==> config.mk <==
export PLATFORM = sky130hd
export DESIGN_NAME = seq_gen_1011_flat
export DESIGN_NICKNAME = d
export VERILOG_FILES = /design/src/rtl/seq_gen_1011_if.sv /design/src/rtl/seq_gen_1011.sv /design/src/flat_wrapper.sv
export SDC_FILE = /design/constraint.sdc
export NUM_CORES = 1
export LEC_CHECK = 0
export BUFFER_PORTS_ARGS = -buffer_cell sky130_fd_sc_hd__buf_2
export CORE_MARGIN = 4
export CORE_UTILIZATION = 48
export DETAILED_ROUTE_END_ITERATION = 10
export GPL_TIMING_DRIVEN = 0
export MAX_ROUTING_LAYER = met4
export PLACE_DENSITY = 0.71
export RECOVER_POWER = 100
export SETUP_SLACK_MARGIN = 0.4
export SLEW_MARGIN = 10
export SYNTH_ARGS = -nofsm -noshare
export SYNTH_HDL_FRONTEND = slang
export SYNTH_SLANG_ARGS = --single-unit
==> constraint.sdc <==
create_clock -name clk -period 3 [get_ports clk]
set_clock_uncertainty 0.05 [all_clocks]
set_input_delay 0.15 -clock clk [delete_from_list [all_inputs] [get_ports clk]]
set_output_delay 0.15 -clock clk [all_outputs]
set_load 0.005 [all_outputs]
==> src/rtl/seq_gen_1011_if.sv <==
// Load handshake bundle for seq_gen_1011: a producer hands parallel words to
// the serial transmitter over load_valid/load_ready.
interface seq_gen_1011_if #(
    parameter int unsigned DATA_W = 8
);
    logic              load_valid;
    logic              load_ready;
    logic [DATA_W-1:0] load_data;

    modport master (
        output load_valid,
        output load_data,
        input  load_ready
    );

    modport slave (
        input  load_valid,
        input  load_data,
        output load_ready
    );
endinterface

==> src/rtl/seq_gen_1011.sv <==
// Serial frame transmitter: shifts a parallel word out MSB first, one bit per
// enabled clock. Define SEQ_GEN_SYNC_HDR_EN to prefix every frame with 1011.
module seq_gen_1011 #(
    parameter int unsigned DATA_W = 8
) (
    input  logic                 clk,
    input  logic                 reset,
    seq_gen_1011_if.slave        load,
    input  logic                 tx_en,
    output logic                 out_bit,
    output logic                 out_valid,
    output logic                 busy,
    output logic                 frame_done
);
    localparam int unsigned CNT_W = $clog2(DATA_W + 1);

    typedef enum logic [1:0] {IDLE, HDR, DATA, GAP} state_t;

    state_t            state, state_nxt;
    logic [DATA_W-1:0] shreg, shreg_nxt;
    logic [CNT_W-1:0]  cnt, cnt_nxt;
    logic              out_bit_nxt, out_valid_nxt;
    logic              xfer;

`ifdef SEQ_GEN_SYNC_HDR_EN
    localparam logic [3:0] HDR_PAT = 4'b1011;
    logic [1:0] hdr_cnt, hdr_nxt;
`endif

    always_ff @(posedge clk or negedge reset) begin
        if (!reset) begin
            state     <= IDLE;
            shreg     <= '0;
            cnt       <= '0;
            out_bit   <= 1'b0;
            out_valid <= 1'b0;
`ifdef SEQ_GEN_SYNC_HDR_EN
            hdr_cnt   <= '0;
`endif
        end else begin
            state     <= state_nxt;
            shreg     <= shreg_nxt;
            cnt       <= cnt_nxt;
            out_bit   <= out_bit_nxt;
            out_valid <= out_valid_nxt;
`ifdef SEQ_GEN_SYNC_HDR_EN
            hdr_cnt   <= hdr_nxt;
`endif
        end
    end

    // out_bit is registered, so every branch computes the bit for the next cycle.
    always_comb begin
        state_nxt       = state;
        shreg_nxt       = shreg;
        cnt_nxt         = cnt;
        out_bit_nxt     = out_bit;
        out_valid_nxt   = out_valid;
        load.load_ready = 1'b0;
        frame_done      = 1'b0;
        busy            = (state != IDLE);
`ifdef SEQ_GEN_SYNC_HDR_EN
        hdr_nxt         = hdr_cnt;
`endif

        case (state)
            IDLE: load.load_ready = 1'b1;
`ifdef SEQ_GEN_SYNC_HDR_EN
            HDR: begin
                if (tx_en) begin
                    if (hdr_cnt == 2'd3) begin
                        state_nxt   = DATA;
                        out_bit_nxt = shreg[DATA_W-1];
                    end else begin
                        hdr_nxt     = hdr_cnt + 2'd1;
                        out_bit_nxt = HDR_PAT[~hdr_nxt];
                    end
                end
            end
`endif
            DATA: begin
                if (tx_en) begin
                    shreg_nxt = shreg << 1;
                    cnt_nxt   = cnt - CNT_W'(1);
                    if (cnt == CNT_W'(1)) begin
                        state_nxt     = GAP;
                        out_bit_nxt   = 1'b0;
                        out_valid_nxt = 1'b0;
                    end else begin
                        out_bit_nxt = shreg[DATA_W-2];
                    end
                end
            end
            GAP: begin
                load.load_ready = tx_en;
                if (tx_en) begin
                    frame_done = 1'b1;
                    state_nxt  = IDLE;
                end
            end
            default: state_nxt = IDLE;
        endcase

        xfer = load.load_valid && load.load_ready;
        if (xfer) begin
            shreg_nxt     = load.load_data;
            cnt_nxt       = CNT_W'(DATA_W);
            out_valid_nxt = 1'b1;
`ifdef SEQ_GEN_SYNC_HDR_EN
            state_nxt     = HDR;
            hdr_nxt       = '0;
            out_bit_nxt   = HDR_PAT[3];
`else
            state_nxt     = DATA;
            out_bit_nxt   = load.load_data[DATA_W-1];
`endif
        end
    end
endmodule
==> src/flat_wrapper.sv <==
// flat-port wrapper written by rule: the top's interface ports become plain ports
module seq_gen_1011_flat 
#(
    parameter int unsigned DATA_W = 8
)
  (clk, reset, tx_en, out_bit, out_valid, busy, frame_done, load_load_valid, load_load_data, load_load_ready);
  seq_gen_1011_if #(.DATA_W(DATA_W)) load_i ();
  input  logic clk;
  input  logic reset;
  input  logic tx_en;
  output logic out_bit;
  output logic out_valid;
  output logic busy;
  output logic frame_done;
  input wire logic [$bits(load_i.load_valid)-1:0] load_load_valid;
  input wire logic [$bits(load_i.load_data)-1:0] load_load_data;
  output wire logic [$bits(load_i.load_ready)-1:0] load_load_ready;
  assign load_i.load_valid = load_load_valid;
  assign load_i.load_data = load_load_data;
  assign load_load_ready = load_i.load_ready;
  seq_gen_1011 #(.DATA_W(DATA_W)) u_core (.clk(clk), .reset(reset), .load(load_i), .tx_en(tx_en), .out_bit(out_bit), .out_valid(out_valid), .busy(busy), .frame_done(frame_done));
endmodule
==> results_dict.tcl <==
set metrics [dict create \
    dp.cells 117 \
    cts_buffers 3 \
    drt_wl_total_um 1720 \
    yosysWarnings 0 \
    track_usage 0.159 \
    first_pass_iters 4 \
    place_ws_ns 1.11 \
    cp_slowest_cell "dfrtp_1" \
    setup_ws_ns 0.974 \
    antenna_found_initial 0 \
    worst_pin_slew_ns 0.804 \
    cts_buffer_depth 2 \
    port_buffers 15 \
    postRouteAntennaNets 0 \
    cellPowerDensity_nw_per_um2 976 \
    max_stage_delay_ns 0.42 \
    layout.nets 115 \
    timing.fmax_ghz 0.494 \
    grt.overflow.total 0 \
    synth_area_leaders "dfrtp_1, mux2_4, ha_1" \
    synth_area_um2 893 \
    fp.dieW_um 51.1 \
    max_slew_margin 0.464 \
    cp_max_fo 8 \
    ios 17 \
    hold_slack_ns 0.0283 \
    fp-row-count 15 \
    ctsResizeCount 0 \
    post_cts_buffers 0 \
    wl_per_cell_um 14.1 \
    report.final.slew_viol_count 0 \
    drt_iter0_drc 13 \
    vias_per_cell 5.19 \
    holdCritPathClass "in2reg" \
    synth_top_area_cell "dfrtp_1" \
    end_kind "flop" \
    synth_seq_cells 15 \
    outcome "finished clean" \
    diodes 0 \
    async_reset_ff_frac 1.00 \
    ys_seq_area_frac 0.420 \
    hold_viol 0 \
    dpl-instance-area_um2 1000 \
    htreeDepth 1 \
    ys_types 29 \
    grt_max_degree 16 \
    cts_tree "built" \
    crit_chain "inv_1 -> ha_1 -> nor2b_1 -> nand2_1 -> mux2_1" \
    start_kind "flop" \
    cts_root_buf "clkbuf_4" \
    synth_edf_count 0 \
    gp_congestion 0.801 \
    period_minus_slack_ns 2.03 \
    synth_flop_cell "dfrtp_1" \
    critPathRequiredTime_ns 3.11 \
    syn-instance-count 77 \
    path_clk_slew_ns 0.09 \
    drv_cap 0 \
    final_cell_area_um2 1010 \
    grt_pass1_wl_um 3010 \
    synth.avg_cell_area_um2 11.6 \
    initial_utilization 0.512 \
    period_share 0.675 \
    core_region_area_um2 1750 \
    vias 633 \
    finalSetupViolations 0 \
    drive_above_1_share 0.299 \
    stdcell_count 122 \
    drc 0 \
    syn_nets 94 \
    crit_type "reg2reg" \
    die_area_um2 2620 \
    die_h_um 51.1 \
    crit_arrival_ns 2.14 \
    dpl.hpwl_um 1180 \
    yosysTopAreaCellShare 0.420 \
    rsz0062_at_grt "false" \
    ir_drop_mv 0.505 \
    p_leak_nw 0.491 \
    clkLatencyLatePin_ns 0.28 \
    clock-sinks 15 \
    grt_pass1_vias 655 \
    setup_tns_ns 0 \
    syn_to_final_growth_pct 12.6 \
]
## metal layers
metal,part of all wire,vias up,global-route usage
met2,0.53,11,0.268
met5,0,-,-
met1,0.43,311,0.183
met3,0.034,2,0.0292
li1,-,309,-
met4,0.0035,0,0.0717
## stage by stage
stage / util / power [mW]
floorplan: - / 0.794
global placement: 0.573 / 0.903
detailed placement: 0.573 / 0.922
CTS: 0.594 / 1.05
global route: 0.576 / 1.07
finish: 0.576 / 0.982
## flip-flops by register name, summed over array words and instances (netlist names)
signal / count
u_core.shreg: 7
u_core.cnt: 4
u_core.state: 2
u_core.out_bit: 1
u_core.out_valid: 1
## final timing paths
kind | from | to | slack, ns | cells after the start
worst min register to register | u_core.out_valid$_DFFE_PN0P_ | u_core.out_valid$_DFFE_PN0P_ | 0.43 | 1
min in group asynchronous | reset | u_core.out_valid$_DFFE_PN0P_ | 0.42 | 2
worst min-delay path | load_load_data[2] | u_core.shreg[2]$_DFFE_PN0P_ | 0.03 | 2
worst max register to register | u_core.state[1]$_DFFE_PN0P_ | u_core.shreg[4]$_DFFE_PN0P_ | 0.97 | 5
max in group asynchronous | reset | u_core.shreg[2]$_DFFE_PN0P_ | 1.98 | 2
worst max-delay path | u_core.state[1]$_DFFE_PN0P_ | u_core.shreg[4]$_DFFE_PN0P_ | 0.97 | 5
## cells in the mapped netlist (2+ instances only)
library cell and n:
ha_1 5, dfrtp_1 15, nor3b_1 2, a31oi_1 2, o21ai_0 5, buf_6 4, mux2_2 3, inv_1 5
nor2b_1 2, mux2_4 6, mux2i_1 2, nand3_1 7, nor2_1 2, or3_1 2
## report_power, final
| group | switching (mW) | total [mW] | internal, mW |
|---|---|---|---|
| sequential | 0.0618 | 0.360 | 0.298 |
| combinational | 0.247 | 0.507 | 0.260 |
| clock | 0.0634 | 0.115 | 0.0515 |
## layout by cell type (no fill, tap or decap), types with 2 or more instances in the layout
master / Yosys / final
nand3_1: 7 / 7
buf_6: 4 / 3
inv_1: 5 / 5
clkbuf_4: 0 / 3
nand2_1: 1 / 2
o21ai_0: 5 / 5
a21o_1: 1 / 2
buf_2: 0 / 14
clkbuf_1: 0 / 3
ha_1: 5 / 5
mux2_1: 0 / 3
or3_1: 2 / 2
a31oi_1: 2 / 2
nor3b_1: 2 / 2
dfrtp_1: 15 / 15
mux2_2: 3 / 3
mux2i_1: 2 / 2
nor2_1: 2 / 2
mux2_4: 6 / 3
nor2b_1: 2 / 2
## area by class of cell
class,count,area (µm²)
clock buffers,4,26.3
fillers,164,739
multi-input cells,53,433
inverters,5,18.8
plain buffers,4,37.5
flip-flops and latches,15,375
repair buffers,16,83.8
well taps,25,31.3
## logic make-up (layout without fill, tap and decap cells)
logic type / Yosys count / count (layout) / synth area share
AO/OA/AOI/OAI: 15 / 15 / 0.126
XOR/XNOR: 2 / 2 / 0.0196
adder cells (fa/ha/maj): 5 / 5 / 0.0700
buffers and inverters: 9 / 29 / 0.0714
flip-flops: 15 / 15 / 0.420
multiplexers: 11 / 11 / 0.161
AND/OR/NAND/NOR: 20 / 20 / 0.132
## critical path: cells and delay by family (launching register included)
| kind | cells | cell delay (ns) |
|---|---|---|
| buf+inv | 1 | 0.06 |
| simple gates | 2 | 0.69 |
| fa+ha+maj | 1 | 0.29 |
| flops | 1 | 0.42 |
| mux | 1 | 0.40 |
## repair_timing
item                                    4_1_cts  5_1_grt
hold buffers                                  1        0
endpoints found under the setup margin        0        0
hold endpoints to repair                     15        0
Note: power is estimated with default switching activity, not from simulation.
